--- src/rtl/fetch_queue_pkg.sv ---
// Shared fetch-stage types: the queue entry layout and the halt instruction encoding.
package Pipe_Buf_Reg_PKG;

  localparam int FETCH_PC_W  = 9;
  localparam int FETCH_INS_W = 32;
  localparam int FETCH_DEPTH = 4;

  localparam logic [31:0] HALT_INSTR = 32'h0000007F;

  typedef struct packed {
    logic [FETCH_PC_W-1:0]  pc;
    logic [FETCH_INS_W-1:0] instr;
  } fetch_entry_t;

endpackage

--- src/rtl/fetch_queue_fifo.sv ---
// DEPTH-entry circular buffer of {pc, instr} pairs with push, pop, clear and an occupancy count.
module fetch_fifo
  import Pipe_Buf_Reg_PKG::*;
#(
  parameter int DEPTH = FETCH_DEPTH
) (
  input  logic                     clk,
  input  logic                     reset,
  input  logic                     clear_i,
  input  logic                     push_i,
  input  logic                     pop_i,
  input  fetch_entry_t             push_entry_i,
  output fetch_entry_t             head_o,
  output logic [$clog2(DEPTH):0]   count_o
);

  localparam int PTR_W = $clog2(DEPTH);
  localparam int CNT_W = PTR_W + 1;

  fetch_entry_t     mem_q [DEPTH];
  logic [PTR_W-1:0] rd_ptr_q, rd_ptr_d;
  logic [PTR_W-1:0] wr_ptr_q, wr_ptr_d;
  logic [CNT_W-1:0] count_q, count_d;
  logic             do_push, do_pop;

  always_comb begin
    do_push  = push_i && !clear_i;
    do_pop   = pop_i && !clear_i && (count_q != '0);
    rd_ptr_d = rd_ptr_q;
    wr_ptr_d = wr_ptr_q;
    count_d  = count_q;
    if (clear_i) begin
      rd_ptr_d = '0;
      wr_ptr_d = '0;
      count_d  = '0;
    end else begin
      if (do_push) wr_ptr_d = wr_ptr_q + PTR_W'(1);
      if (do_pop)  rd_ptr_d = rd_ptr_q + PTR_W'(1);
      case ({do_push, do_pop})
        2'b10:   count_d = count_q + CNT_W'(1);
        2'b01:   count_d = count_q - CNT_W'(1);
        default: count_d = count_q;
      endcase
    end
  end

  always_ff @(posedge clk) begin
    if (reset) begin
      rd_ptr_q <= '0;
      wr_ptr_q <= '0;
      count_q  <= '0;
    end else begin
      rd_ptr_q <= rd_ptr_d;
      wr_ptr_q <= wr_ptr_d;
      count_q  <= count_d;
    end
  end

  // Storage needs no reset: nothing is read out until count says the slot is live.
  always_ff @(posedge clk) begin
    if (do_push) mem_q[wr_ptr_q] <= push_entry_i;
  end

  always_ff @(posedge clk) begin
    if (!reset && do_push) assert (count_q != CNT_W'(DEPTH));
  end

  assign head_o  = mem_q[rd_ptr_q];
  assign count_o = count_q;

endmodule

--- src/rtl/fetch_queue.sv ---
// Instruction fetch stage: issues imem addresses under a credit limit and queues returned words for decode.
// Optional FETCH_HALT_EN stops fetching after a HALT_INSTR word is queued, until redirect or reset.
module fetch_queue
  import Pipe_Buf_Reg_PKG::*;
#(
  parameter int PC_W  = FETCH_PC_W,
  parameter int INS_W = FETCH_INS_W,
  parameter int DEPTH = FETCH_DEPTH
) (
  input  logic             clk,
  input  logic             reset,
  input  logic             stall_i,
  input  logic             redirect_i,
  input  logic [PC_W-1:0]  redirect_pc_i,
  output logic [PC_W-1:0]  imem_addr_o,
  input  logic [INS_W-1:0] imem_rdata_i,
  output logic             id_valid_o,
  output logic [PC_W-1:0]  id_pc_o,
  output logic [INS_W-1:0] id_instr_o,
  output logic             halted_o
);

  localparam int CNT_W = $clog2(DEPTH) + 1;

  logic [PC_W-1:0]  fetch_pc_q, fetch_pc_d;
  logic [PC_W-1:0]  inflight_pc_q, inflight_pc_d;
  logic             inflight_q, inflight_d;
  logic [PC_W-1:0]  imem_addr;
  logic             fifo_clear, push, pop, credit_ok, halt_block;
  logic [CNT_W-1:0] fifo_count;
  fetch_entry_t     push_entry, head;

  assign credit_ok  = (int'(fifo_count) + int'(inflight_q)) < DEPTH;
  assign push_entry = '{pc: inflight_pc_q, instr: imem_rdata_i};

  // Redirect wins over everything: flush, drop the in-flight word, and fetch the target this cycle.
  always_comb begin
    fetch_pc_d    = fetch_pc_q;
    inflight_d    = 1'b0;
    inflight_pc_d = inflight_pc_q;
    imem_addr     = fetch_pc_q;
    fifo_clear    = 1'b0;
    push          = 1'b0;
    pop           = 1'b0;
    if (redirect_i) begin
      fifo_clear    = 1'b1;
      imem_addr     = redirect_pc_i;
      inflight_d    = 1'b1;
      inflight_pc_d = redirect_pc_i;
      fetch_pc_d    = redirect_pc_i + PC_W'(4);
    end else begin
      push = inflight_q && !halt_block;
      pop  = (fifo_count != '0) && !stall_i;
      if (credit_ok && !halt_block) begin
        inflight_d    = 1'b1;
        inflight_pc_d = fetch_pc_q;
        fetch_pc_d    = fetch_pc_q + PC_W'(4);
      end
    end
  end

  always_ff @(posedge clk) begin
    if (reset) begin
      fetch_pc_q    <= '0;
      inflight_q    <= 1'b0;
      inflight_pc_q <= '0;
    end else begin
      fetch_pc_q    <= fetch_pc_d;
      inflight_q    <= inflight_d;
      inflight_pc_q <= inflight_pc_d;
    end
  end

`ifdef FETCH_HALT_EN
  logic halted_q, halted_d;

  always_comb begin
    halted_d = halted_q;
    if (redirect_i)
      halted_d = 1'b0;
    else if (push && (imem_rdata_i == INS_W'(HALT_INSTR)))
      halted_d = 1'b1;
  end

  always_ff @(posedge clk) begin
    if (reset) halted_q <= 1'b0;
    else       halted_q <= halted_d;
  end

  assign halt_block = halted_q;
`else
  assign halt_block = 1'b0;
`endif

  fetch_fifo #(.DEPTH(DEPTH)) u_fifo (
    .clk          (clk),
    .reset        (reset),
    .clear_i      (fifo_clear),
    .push_i       (push),
    .pop_i        (pop),
    .push_entry_i (push_entry),
    .head_o       (head),
    .count_o      (fifo_count)
  );

  // Decode sees only registered queue contents, forced to a zero bubble when empty or in reset.
  assign id_valid_o  = !reset && (fifo_count != '0);
  assign id_pc_o     = id_valid_o ? head.pc : '0;
  assign id_instr_o  = id_valid_o ? head.instr : '0;
  assign imem_addr_o = reset ? '0 : imem_addr;
  assign halted_o    = !reset && halt_block;

endmodule

--- config.mk ---
export PLATFORM = sky130hd
export DESIGN_NAME = fetch_queue
export DESIGN_NICKNAME = d
export VERILOG_FILES = /design/src/rtl/fetch_queue_pkg.sv /design/src/rtl/fetch_queue_fifo.sv /design/src/rtl/fetch_queue.sv
export SDC_FILE = /design/constraint.sdc
export NUM_CORES = 1
export LEC_CHECK = 0
export ABC_CLOCK_PERIOD_IN_PS = 6200
export CAP_MARGIN = 15
export CORE_ASPECT_RATIO = 1.4
export CORE_MARGIN = 1.5
export CORE_UTILIZATION = 33
export DETAILED_ROUTE_END_ITERATION = 12
export HOLD_SLACK_MARGIN = 0.05
export PLACE_DENSITY = 0.61
export SETUP_SLACK_MARGIN = 0.15
export SLEW_MARGIN = 40
export SYNTH_ARGS = -nofsm -noshare
export SYNTH_HDL_FRONTEND = slang
export SYNTH_SLANG_ARGS = --single-unit
--- constraint.sdc ---
create_clock -name clk -period 6.2 [get_ports clk]
set_clock_uncertainty 0.15 [all_clocks]
set_input_delay 0.62 -clock clk [delete_from_list [all_inputs] [get_ports clk]]
set_output_delay 0.62 -clock clk [all_outputs]
set_load 0.03 [all_outputs]
### After elaboration in Yosys (flattened, before gate mapping)

Memory sizes are Yosys's and may differ from the RTL's. A register that Yosys moved wholly into a read port is not among the register bits.
Cells that the tools add are included.

* flip-flop bits (word level): 26
* bits in writable memories: 164
* bits of input ports: 45
* output and inout bits: 52
* logic and storage cells: 47
* memories: 1

* add/sub/neg operators: 7
* $lt $le $gt $ge: 1
* equality and inequality tests: 2
* mux-type cells: 18
* reduce and logical (&&, ||, !) cells: 12

Memory list
* u_fifo.mem_q: words 4, width 41, read ports 1, clocked after memory_dff 1, write ports 1, line fetch_queue_fifo.sv:20 `fetch_entry_t mem_q [DEPTH];`

Operators by type and width (number)
* $mux W9: 7
* $mux W32: 1
* $add A9 B3 Y9 const B: 2
* $mux W1: 7
* $pmux W3 S2: 1
* $logic_and A1 B1 Y1: 5
* $add A2 B1 Y2 const B: 2
* $add A3 B1 Y4: 1
* $lt A4 B3 Y1 const B: 1
* $mux W2: 2
* $reduce_bool A2 Y1: 2
* $add A3 B1 Y3 const B: 1
* $logic_not A1 Y1: 3
* $reduce_bool A3 Y1: 1
* $sub A3 B1 Y3 const B: 1
* $eq A2 B1 Y1 const B: 1
* $eq A2 B2 Y1 const B: 1
* $reduce_or A2 Y1: 1

### Depth between registers and ports, before layout

* word-level depth: 7
* depth in mapped cells: 10
* gate-level depth less buffers: 8

### Modules after synthesis

From an unflattened synthesis, not the netlist that was laid out.

* cells, all modules: 442
* area total of the unflattened synthesis: 7780.0 sq um

Modules (own cells, without submodules)
* fetch_fifo: times used 1, cells an instance 264, area each 6418.7 sq um, seq. area each 5104.9 sq um
* fetch_queue: times used 1, cells an instance 178, area each 1361.3 sq um, seq. area each 380.4 sq um

### Least setup slack after synthesis

Ideal clock, no wire load.

* path type: input to register
* start point: input port redirect_i
* end point: memory u_fifo.mem_q[0][0] in the netlist's numbering (enable)
* setup time: 0.402 ns
* arrival: 2.127 ns
* data required time: 5.648 ns
* slack: 3.521 ns
* stages: 4
* path buffers: 2
* path through: buf_6 > buf_2 > nor2b_1 > and2_1

* cells in the longest elaborated chain, start to end: 5
* elaborated cells on any way between the ends: 6
* those cells by class: mux (4); reduce/logical (2)

RTL lines
* start: declaration: line fetch_queue.sv:13 `input logic redirect_i,`
* $mux W1: line fetch_queue.sv:45 `if (redirect_i) begin`
* $logic_not A1 Y1: line fetch_queue_fifo.sv:27 `do_push = push_i && !clear_i;`
* $logic_and A1 B1 Y1 (*): line fetch_queue_fifo.sv:27
* $mux W1 (*): line fetch_queue_fifo.sv:61 `if (do_push) mem_q[wr_ptr_q] <= push_entry_i;`
* $mux W1 (implied by the code) (*): line fetch_queue_fifo.sv:61
* end: declaration: line fetch_queue_fifo.sv:20

Mark *: on every way between the ends. The rest lies on a longest branch, timed or not.

==> impl_results.md <==
- Routed WL per cell: 17.50 um
- Clock sinks: 192
- Antenna-violating nets left: 0
- # Post-CTS Setup Buffers: 0
- Vias per Instance: 4.737
- Tmin final: 3.448 ns
- Root Driver: clkbuf_16
- Flops & latches, synth: 192
- Hold Vio Cnt, Final: 0
- Placer Congestion: 0.7473
- First-pass GRT wire length: 23230 um
- Worst-path fanout max: 21
- Yosys warns: 0
- Critical path startpoint category: flip-flop
- PwrDens: 275.7 nW/um2
- DRC viols: 0
- GRT overflow: 0
- Total Routing Usage GR: 12.72%
- Leak Pwr: 0.003075 uW
- Unrepaired setup endpoints after global routing: false
- Synth area leaders: edfxtp_1 (64%), mux4_2 (12%), dfxtp_1 (7.3%)
- Syn nets: 485
- Max Root-Sink Buffers: 2
- Post-synth top area share: 64.20%
- Number of flops mapped to enable cells by yosys: 164
- Largest net degree at the start of global routing: 42
- Slew @ Worst Pin: 0.8097 ns
- Min-delay src: fetch_pc_q[2]
- PortBufs: 95
- Crit path required time: 5.43 ns
- Area leader, netlist: edfxtp_1
- Post-CTS resize count: 0
- F_max: 0.2900 GHz
- Critical Path AT: 2.68 ns
- 1st-pass router iterations: 4
- Mean Syn Cell Area: 17.72 um2
- Initial antenna violation count: 0
- Relative slew slack: 45.85%
- Async S/R FF share, synth: 0%
- Setup violators final: 0
- # rows: 65
- # diodes: 0
- Final WL: 14680 um
- DIE HEIGHT: 183.4 um
- Kind of critical path: flip-flop to primary output
- Top-level I/O count: 97
- Min Hold Slack: 0.3192 ns
- Hold Path Class: flip-flop to flip-flop
- FF-to-FF setup slack: 3.80 ns
- Status: finished clean
- Vias: 3974
- Commonest non-fill, non-tap cells in the layout: edfxtp_1 (164), clkdlybuf4s50_1 (94), mux4_2 (41), and2_1 (41), dfxtp_1 (26)
- Initial Utilization: 33.81%
- Reg-to-Reg Start: u_fifo.count_o[0]
- Cts hold-fix bufs: 0
- Cell count after synthesis: 433
- Commonest non-fill, non-tap cell in the layout: edfxtp_1
- Final TNS setup: 0 ns
- First-iteration detailed-routing DRC count: 281
- Cts bufs inserted: 17
- Reg clk slew, reported paths: 0.07 ns
- Fin crit share: 55.61%
- Die width: 131.9 um
- Layout cell share with drive strength beyond 1: 16.91%
- Post-synthesis sequential area ratio: 71.51%
- Mapped Area: 7671 um2
- Core Region: 22690 um2
- Post-synth top flop: edfxtp_1
- Skew-Pair Late Insertion Delay: 0.42 ns
- IR drop worst, VDD: 156.8 uV
- Dpl hpwl: 9046 um
- Distinct cells, synth: 43
- Slew Viols, Final: 0
- Final nets: 577
- Vias in the first global route: 4327
- Max-cap violations: 0
- P&R area growth vs syn: 23.98%
- Crit end category: primary output
- TritonCTS clock tree: yes
- # H-tree levels: 4
- Die area: 24180 um2
## path summary, 6_finish.rpt
path | to | cells past startpoint
max reg2reg | u_fifo.count_o[2] | 8
min reg2reg | fetch_pc_q[2] | 2
min | fetch_pc_q[2] | 2
max | id_pc_o[3] | 4
## layer usage
layer | global-route usage [%] | wire, um | vias up
met5 | 0 | 0 | -
met4 | 5.200 | 243 | 0
met3 | 2.515 | 390 | 17
met2 | 23.58 | 8149 | 69
met1 | 14.26 | 5896 | 2039
li1 | - | - | 1849
## Yosys cell counts (2+ instances only)
| cell type | n |
|---|---|
| edfxtp_1 | 164 |
| and2_1 | 45 |
| mux4_2 | 41 |
| dfxtp_1 | 28 |
| nor2_1 | 22 |
| a21oi_1 | 13 |
| mux2i_1 | 11 |
| nand2_1 | 11 |
| clkbuf_1 | 10 |
| inv_1 | 9 |
| buf_2 | 7 |
| nand2b_1 | 7 |
| buf_1 | 6 |
| ha_1 | 6 |
| o21a_1 | 6 |
| xnor2_1 | 6 |
| a211oi_1 | 4 |
| nor3_1 | 4 |
| xor2_1 | 3 |
| and3b_1 | 2 |
| mux2_2 | 2 |
| nand3_1 | 2 |
| nand4_1 | 2 |
| o211a_1 | 2 |
| or2_2 | 2 |
## area by class of cell
type                            instances  area (um2)
Inverter                                9       33.78
Clock buffer                           18       439.2
Sequential cell                       192        5493
Clock inverter                         14       123.9
Fill cell                            1991       13180
Multi-Input combinational cell        207        2056
Timing Repair Buffer                   98       988.4
Tap cell                              301       376.6
## state kept, by name (all words and copies together), names as in the netlist, named ones only
name,cells
u_fifo.wr_ptr_q,2
inflight_pc_q,9
inflight_q,1
fetch_pc_q,9
u_fifo.mem_q,164
u_fifo.rd_ptr_q,2
u_fifo.count_o,3
## stage by stage
step                      setup slack (ns)  instance area, um2  total power (uW)  instances  utilization [%]
after floorplan                      3.521                7671              1553        433                -
after global placement               1.939                8910              1621        805            39.27
after detailed placement             2.873                8947              1629        807            39.43
after CTS                            2.645                9510              2653        839            41.91
after global routing                 2.592                9510              2713        839            41.91
final                                2.752                9510              2622        839            41.91
## power breakdown
group / switching, uW / leakage (uW) / internal, uW
Sequential: 15.6 / 0.00172 / 1430
Combinational: 78.8 / 0.00107 / 73.9
Clock: 485 / 0.000275 / 539
## cell families after synthesis
kind of cell,synth area share (%)
AOI/OAI and AO/OA,2.691
xor gates and xnor gates,1.028
adders and majority gates,1.240
buffers and inverters,1.925
DFF,71.51
muxes,13.95
other,0.04888
and+or+nand+nor,7.617
## worst max-delay path, cell delays in order (launching register included)
cell	delay (ns)
dfxtp_4	0.65
buf_12	0.28
mux4_2	0.54
and2_1	0.18
clkdlybuf4s50_1	0.59
Note: power is estimated with default switching activity, not from simulation.
